$ cat src/rtl/cdr_loop_controller.sv
// CDR loop controller: PI loop filter with lock/unlock/hold supervision.
// Ports: clk, reset (async low), enable, err_valid, phase_error -> phase_adj, adj_valid, locked, state.
module cdr_loop_controller #(
  parameter int LOCK_COUNT   = 8,
  parameter int UNLOCK_COUNT = 4,
  parameter int LOCK_THRESH  = 1,
  parameter int HOLD_TIMEOUT = 255
) (
  input  logic              clk,
  input  logic              reset,
  input  logic              enable,
  input  logic              err_valid,
  input  logic signed [3:0] phase_error,
  output logic signed [5:0] phase_adj,
  output logic              adj_valid,
  output logic              locked,
  output logic [1:0]        state
);

  typedef enum logic [1:0] {
    IDLE    = 2'd0,
    ACQUIRE = 2'd1,
    TRACK   = 2'd2,
    HOLD    = 2'd3
  } state_e;

  localparam logic [3:0] LOCK_C   = 4'(LOCK_COUNT);
  localparam logic [3:0] UNLOCK_C = 4'(UNLOCK_COUNT);
  localparam logic [3:0] THRESH   = 4'(LOCK_THRESH);
  localparam logic [7:0] HOLD_T   = 8'(HOLD_TIMEOUT);

  // Reset assertion is asynchronous; release is delayed two edges.
  logic [1:0] rst_sync_q;
  logic       run;

  always_ff @(posedge clk or negedge reset) begin
    if (!reset) rst_sync_q <= 2'b00;
    else        rst_sync_q <= {rst_sync_q[0], 1'b1};
  end

  assign run = rst_sync_q[1];

  state_e            state_q, state_d;
  logic signed [7:0] int_acc_q, int_acc_d;
  logic [3:0]        in_cnt_q, in_cnt_d;
  logic [3:0]        out_cnt_q, out_cnt_d;
  logic [7:0]        idle_cnt_q, idle_cnt_d;
  logic signed [5:0] phase_adj_q, phase_adj_d;
  logic              adj_valid_q, adj_valid_d;
  logic              locked_q, locked_d;

  logic signed [8:0] acc_sum;
  logic signed [7:0] acc_new;
  logic signed [3:0] prop;
  logic signed [8:0] adj_sum;
  logic signed [5:0] adj_sat;
  logic [3:0]        abs_err;
  logic              in_thr;
  logic [3:0]        in_inc;
  logic [3:0]        out_inc;
  logic [7:0]        idle_inc;

  always_comb begin
    acc_sum = {int_acc_q[7], int_acc_q} + {{5{phase_error[3]}}, phase_error};
    acc_new = acc_sum[7:0];
    if (acc_sum[8] != acc_sum[7])
      acc_new = acc_sum[8] ? 8'h80 : 8'h7F;
    prop = (state_q == ACQUIRE) ? phase_error : (phase_error >>> 1);
    adj_sum = {{5{prop[3]}}, prop} + {{4{acc_new[7]}}, acc_new[7:3]};
    adj_sat = adj_sum[5:0];
    if (adj_sum[8:5] != {4{adj_sum[8]}})
      adj_sat = adj_sum[8] ? 6'h20 : 6'h1F;
    // Two's complement negate in 4 unsigned bits maps -8 to 8.
    abs_err  = phase_error[3] ? (~phase_error + 4'd1) : phase_error;
    in_thr   = (abs_err <= THRESH);
    in_inc   = in_cnt_q + 4'd1;
    out_inc  = out_cnt_q + 4'd1;
    idle_inc = idle_cnt_q + 8'd1;
  end

  always_comb begin
    state_d     = state_q;
    int_acc_d   = int_acc_q;
    in_cnt_d    = in_cnt_q;
    out_cnt_d   = out_cnt_q;
    idle_cnt_d  = idle_cnt_q;
    phase_adj_d = phase_adj_q;
    adj_valid_d = 1'b0;
    locked_d    = locked_q;
    if (!run) begin
      state_d     = IDLE;
      int_acc_d   = '0;
      in_cnt_d    = '0;
      out_cnt_d   = '0;
      idle_cnt_d  = '0;
      phase_adj_d = '0;
      locked_d    = 1'b0;
    end else if (!enable) begin
      state_d    = IDLE;
      int_acc_d  = '0;
      in_cnt_d   = '0;
      out_cnt_d  = '0;
      idle_cnt_d = '0;
      locked_d   = 1'b0;
    end else begin
      case (state_q)
        IDLE: state_d = ACQUIRE;
        ACQUIRE: begin
          if (err_valid) begin
            int_acc_d   = acc_new;
            phase_adj_d = adj_sat;
            adj_valid_d = 1'b1;
            if (!in_thr) begin
              in_cnt_d = '0;
            end else if (in_inc == LOCK_C) begin
              state_d    = TRACK;
              locked_d   = 1'b1;
              in_cnt_d   = '0;
              out_cnt_d  = '0;
              idle_cnt_d = '0;
            end else begin
              in_cnt_d = in_inc;
            end
          end
        end
        TRACK, HOLD: begin
          if (err_valid) begin
            int_acc_d   = acc_new;
            phase_adj_d = adj_sat;
            adj_valid_d = 1'b1;
            idle_cnt_d  = '0;
            state_d     = TRACK;
            if (in_thr) begin
              out_cnt_d = '0;
            end else if (out_inc == UNLOCK_C) begin
              state_d   = ACQUIRE;
              locked_d  = 1'b0;
              in_cnt_d  = '0;
              out_cnt_d = '0;
            end else begin
              out_cnt_d = out_inc;
            end
          end else if (state_q == TRACK) begin
            if (idle_inc == HOLD_T) begin
              state_d    = HOLD;
              idle_cnt_d = '0;
            end else begin
              idle_cnt_d = idle_inc;
            end
          end
        end
        default: state_d = IDLE;
      endcase
    end
  end

  always_ff @(posedge clk or negedge reset) begin
    if (!reset) begin
      state_q     <= IDLE;
      int_acc_q   <= '0;
      in_cnt_q    <= '0;
      out_cnt_q   <= '0;
      idle_cnt_q  <= '0;
      phase_adj_q <= '0;
      adj_valid_q <= 1'b0;
      locked_q    <= 1'b0;
    end else begin
      state_q     <= state_d;
      int_acc_q   <= int_acc_d;
      in_cnt_q    <= in_cnt_d;
      out_cnt_q   <= out_cnt_d;
      idle_cnt_q  <= idle_cnt_d;
      phase_adj_q <= phase_adj_d;
      adj_valid_q <= adj_valid_d;
      locked_q    <= locked_d;
    end
  end

  assign phase_adj = phase_adj_q;
  assign adj_valid = adj_valid_q;
  assign locked    = locked_q;
  assign state     = state_q;

endmodule

$ cat config.mk
export PLATFORM = sky130hd
export DESIGN_NAME = cdr_loop_controller
export DESIGN_NICKNAME = d
export VERILOG_FILES = /design/src/rtl/cdr_loop_controller.sv
export SDC_FILE = /design/constraint.sdc
export NUM_CORES = 1
export LEC_CHECK = 0
export CELL_PAD_IN_SITES_DETAIL_PLACEMENT = 0
export CELL_PAD_IN_SITES_GLOBAL_PLACEMENT = 1
export CORE_ASPECT_RATIO = 1.5
export CORE_MARGIN = 4
export CORE_UTILIZATION = 46
export DETAILED_ROUTE_END_ITERATION = 7
export MAX_ROUTING_LAYER = met4
export PLACE_DENSITY_LB_ADDON = 0.08
export SLEW_MARGIN = 40
export SYNTH_ARGS = -nofsm -noshare
export SYNTH_HDL_FRONTEND = slang
export SYNTH_SLANG_ARGS = --single-unit
$ cat constraint.sdc
create_clock -name clk -period 4.3 [get_ports clk]
set_input_delay 0.86 -clock clk [delete_from_list [all_inputs] [get_ports clk]]
set_output_delay 0.86 -clock clk [all_outputs]
set_load 0.005 [all_outputs]
==> results.json <==
{
  "viasPerCell": 6.01,
  "ys_top_cells_by_area": "sky130_fd_sc_hd__dfrtp_1, sky130_fd_sc_hd__ha_1, sky130_fd_sc_hd__nand2_1",
  "timing.hold.worst_path_depth": 0,
  "min_period_over_period_pct": 92.3,
  "synth_top_family_by_area": "compound AO/OA/AOI/OAI gates",
  "maxSlewHeadroom_pct": 50.8,
  "run_status": "finished, final reports clean",
  "postSynthAreaPerCell_um2": 9.33,
  "finalWorstPathRequiredPeriod_ps": 3970,
  "static-leakage-power_uw": 0.00135,
  "routed-via-count": 2396,
  "power.density_mw_per_mm2": 236,
  "finalClockSkew_ps": 16.4,
  "initial_core_util_pct": 47.6,
  "io_buffer_count": 17,
  "synth_top_area_share_pct": 32.7,
  "worst_slew_pin_slew_ps": 735,
  "worst-endpoint-required_ps": 4460,
  "dp_slack_ps": 1.81,
  "postCtsResizedCells": 0,
  "finalSetupViolCount": 0,
  "antenna_found_initial": 0,
  "synth-main-ff-cell": "sky130_fd_sc_hd__dfrtp_1",
  "number_of_levels_the_h_tree_was_split_into": 2,
  "row_cnt": 34,
  "post-cts-setup-buffer-count": 0,
  "timing.critical_path.cells": "clkdlybuf4s50_1 -> fa_1 -> a21oi_1 -> o21a_1 -> a21oi_1 -> buf_4 -> nand2_1 -> nand2_1 -> ha_1 -> fa_1 -> a21o_1 -> a21oi_1 -> xor2_1 -> o21ai_0",
  "synth_async_sr_flop_share_pct": 100,
  "design_area_final_mm2": 0.00316,
  "route.detailed.drc": 0,
  "worstHoldPathType": "flip-flop to flip-flop",
  "worst_path_dominant_cell_family": "adder cells",
  "diodes": 0,
  "grt_setup_unrepaired": "false",
  "yosys-mux-area-fraction_pct": 1.91,
  "layout-area-overhead-vs-synth_pct": 15.0,
  "crit_buf_inv": 2,
  "timing_worst_setup_path_type": "primary input to flip-flop",
  "timing.critical_path.slowest_cell_delay_ps": 570,
  "synth-seq-area-share_pct": 32.7,
  "synth_enable_flop_cells": 0,
  "drt-pass1-iter-count": 4,
  "wire_per_inst_um": 16.1,
  "layout_cell_share_with_drive_strength_beyond_1_pct": 14.1,
  "area_enclosed_by_the_die_boundary_mm2": 0.00731,
  "floorplan.io_pins": 18,
  "grt_max_degree": 37,
  "cp_capture_type": "flip-flop",
  "synth_compound_gate_area_share_pct": 26.4,
  "dpl_cell_area_mm2": 0.00308,
  "ff2ff_path_depth": 14,
  "clock-sinks": 36,
  "ctsHoldBuffers": 0,
  "synthXorXnorAreaFrac_pct": 2.55,
  "timing.final.hold_violations": 0,
  "critical_path_peak_fanout": 8,
  "antenna_left": 0,
  "yosys.area_share.simple_pct": 21.6,
  "layout.cells.most_common": "sky130_fd_sc_hd__dfrtp_1",
  "core_area_mm2": 0.00579,
  "global_route.usage.total_pct": 19.1,
  "fillerInstances": 567,
  "clk_path_buf_depth": 2,
  "postSynthCellCount": 295,
  "maxSlewViolCount": 0,
  "path_common_cell": "sky130_fd_sc_hd__a21oi_1",
  "max_clock_freq_mhz": 252,
  "die_ht_um": 103,
  "final_setup_tns_ps": 0,
  "clockRootBuffer": "sky130_fd_sc_hd__clkbuf_8",
  "cp.depth": 14,
  "die-width_um": 71.1,
  "peakVddDrop_uv": 143,
  "yosys_warnings": 0,
  "timing.critical_path.from_type": "primary input",
  "routed_wl_um": 6430,
  "timing.final.ws_setup_ps": 330,
  "synth_seq_cells": 36,
  "hpwlAfterDp_um": 4930,
  "vias_in_the_first_global_route": 2346,
  "post_synth_fa_ha_maj_area_fraction_pct": 10.6,
  "global_route_wire_length_before_repair_um": 10800,
  "finalNetCount": 356,
  "timing.max_cap.violations": 0,
  "synth.cell_area_mm2": 0.00275,
  "iteration_0_drc_markers": 109,
  "clkLatencyLatePin_ps": 300,
  "numCtsBuffers": 5,
  "syn_nets": 325,
  "worstPathArrival_ps": 4130,
  "post_synth_num_cell_types": 72,
  "clkSlewWorstSetupHoldPaths_ps": 90,
  "cts_tree": "built",
  "gr-total-overflow": 0,
  "slowest_stage_cell_cp": "sky130_fd_sc_hd__clkdlybuf4s50_1",
  "yosysTopAreaCell": "sky130_fd_sc_hd__dfrtp_1",
  "most_frequent_cells_in_the_layout": "sky130_fd_sc_hd__dfrtp_1, sky130_fd_sc_hd__nand2_1, sky130_fd_sc_hd__ha_1",
  "gp_routability_congestion": 0.846
}
layout make-up:
type | count | area, um2 | share of cell area [%]
tap | 72 | 90.1 | 2.85
clock inverter | 3 | 18.8 | 0.593
multi-input combinational | 233 | 1740 | 54.9
sequential | 36 | 901 | 28.5
clock buffer | 5 | 68.8 | 2.17
timing repair buffer | 32 | 280 | 8.86
inverter | 18 | 67.6 | 2.14
layer usage:
layer | GRT usage, % | up-vias | part of all wire (%)
met5 | - | - | 0
met4 | 6.08 | 0 | 1.4
met1 | 20.5 | 1173 | 40
met3 | 2.34 | 12 | 2.1
met2 | 35.9 | 36 | 56
li1 | - | 1175 | -
cells by family after synthesis:
group | Yosys count
adder cells (fa/ha/maj) | 22
AND/OR/NAND/NOR | 104
buffers and inverters | 26
multiplexers | 5
AO/OA/AOI/OAI | 93
other | 1
XOR/XNOR | 8
flip-flops | 36
where the power goes:
group          internal (uW)  switching [uW]  leakage [uW]  total (uW)
Sequential               344            5.21      0.000496         349
Clock                    113             136     0.0000479         249
Combinational           66.0            84.0      0.000808         150
Total                    523             225       0.00135         748
path summary, 6_finish.rpt:
check / from / endpoint / slack (ps)
setup / recovery: phase_error[1] / phase_adj[4] / 330
hold / removal: rst_sync_q[0] / rst_sync_q[1] / 350
setup reg to reg: int_acc_q[0] / phase_adj[4] / 990
hold reg to reg: rst_sync_q[0] / rst_sync_q[1] / 350
max in group asynchronous: reset / rst_sync_q[0] / 3420
min in group asynchronous: reset / in_cnt_q[3] / 510
per-stage QoR:
step / hold WS [ps] / util (%) / instances / power, uW
after floorplan: 331 / - / 295 / 451
after global placement: 338 / 53.1 / 391 / 507
after detailed placement: 343 / 53.2 / 391 / 508
after CTS: 352 / 54.7 / 399 / 756
after global routing: 354 / 54.7 / 399 / 788
final: 345 / 54.7 / 399 / 748
state kept, by name, indices dropped and copies added, names as in the netlist:
register,flops
locked,1
int_acc_q,8
adj_valid,1
state,2
rst_sync_q,2
phase_adj,6
out_cnt_q,4
in_cnt_q,4
idle_cnt_q,8
synth_stat cells (4+ instances only):
cell                       number
sky130_fd_sc_hd__inv_1         17
sky130_fd_sc_hd__a22o_1         4
sky130_fd_sc_hd__nor4_1         5
sky130_fd_sc_hd__a21oi_1        9
sky130_fd_sc_hd__o211ai_1       9
sky130_fd_sc_hd__o21ai_0       10
sky130_fd_sc_hd__nand2_1       31
sky130_fd_sc_hd__nor3_1         4
sky130_fd_sc_hd__dfrtp_1       36
sky130_fd_sc_hd__ha_1          20
sky130_fd_sc_hd__o21ai_1        6
sky130_fd_sc_hd__nand3_1       10
sky130_fd_sc_hd__a21o_1         4
sky130_fd_sc_hd__xnor2_1        6
sky130_fd_sc_hd__nor2_1        13
sky130_fd_sc_hd__o31ai_1        6
sky130_fd_sc_hd__nor2b_1        5
sky130_fd_sc_hd__o21a_1         7
sky130_fd_sc_hd__a32oi_1        5
sky130_fd_sc_hd__nor3b_1        4
Note: power is estimated with default switching activity, not from simulation.
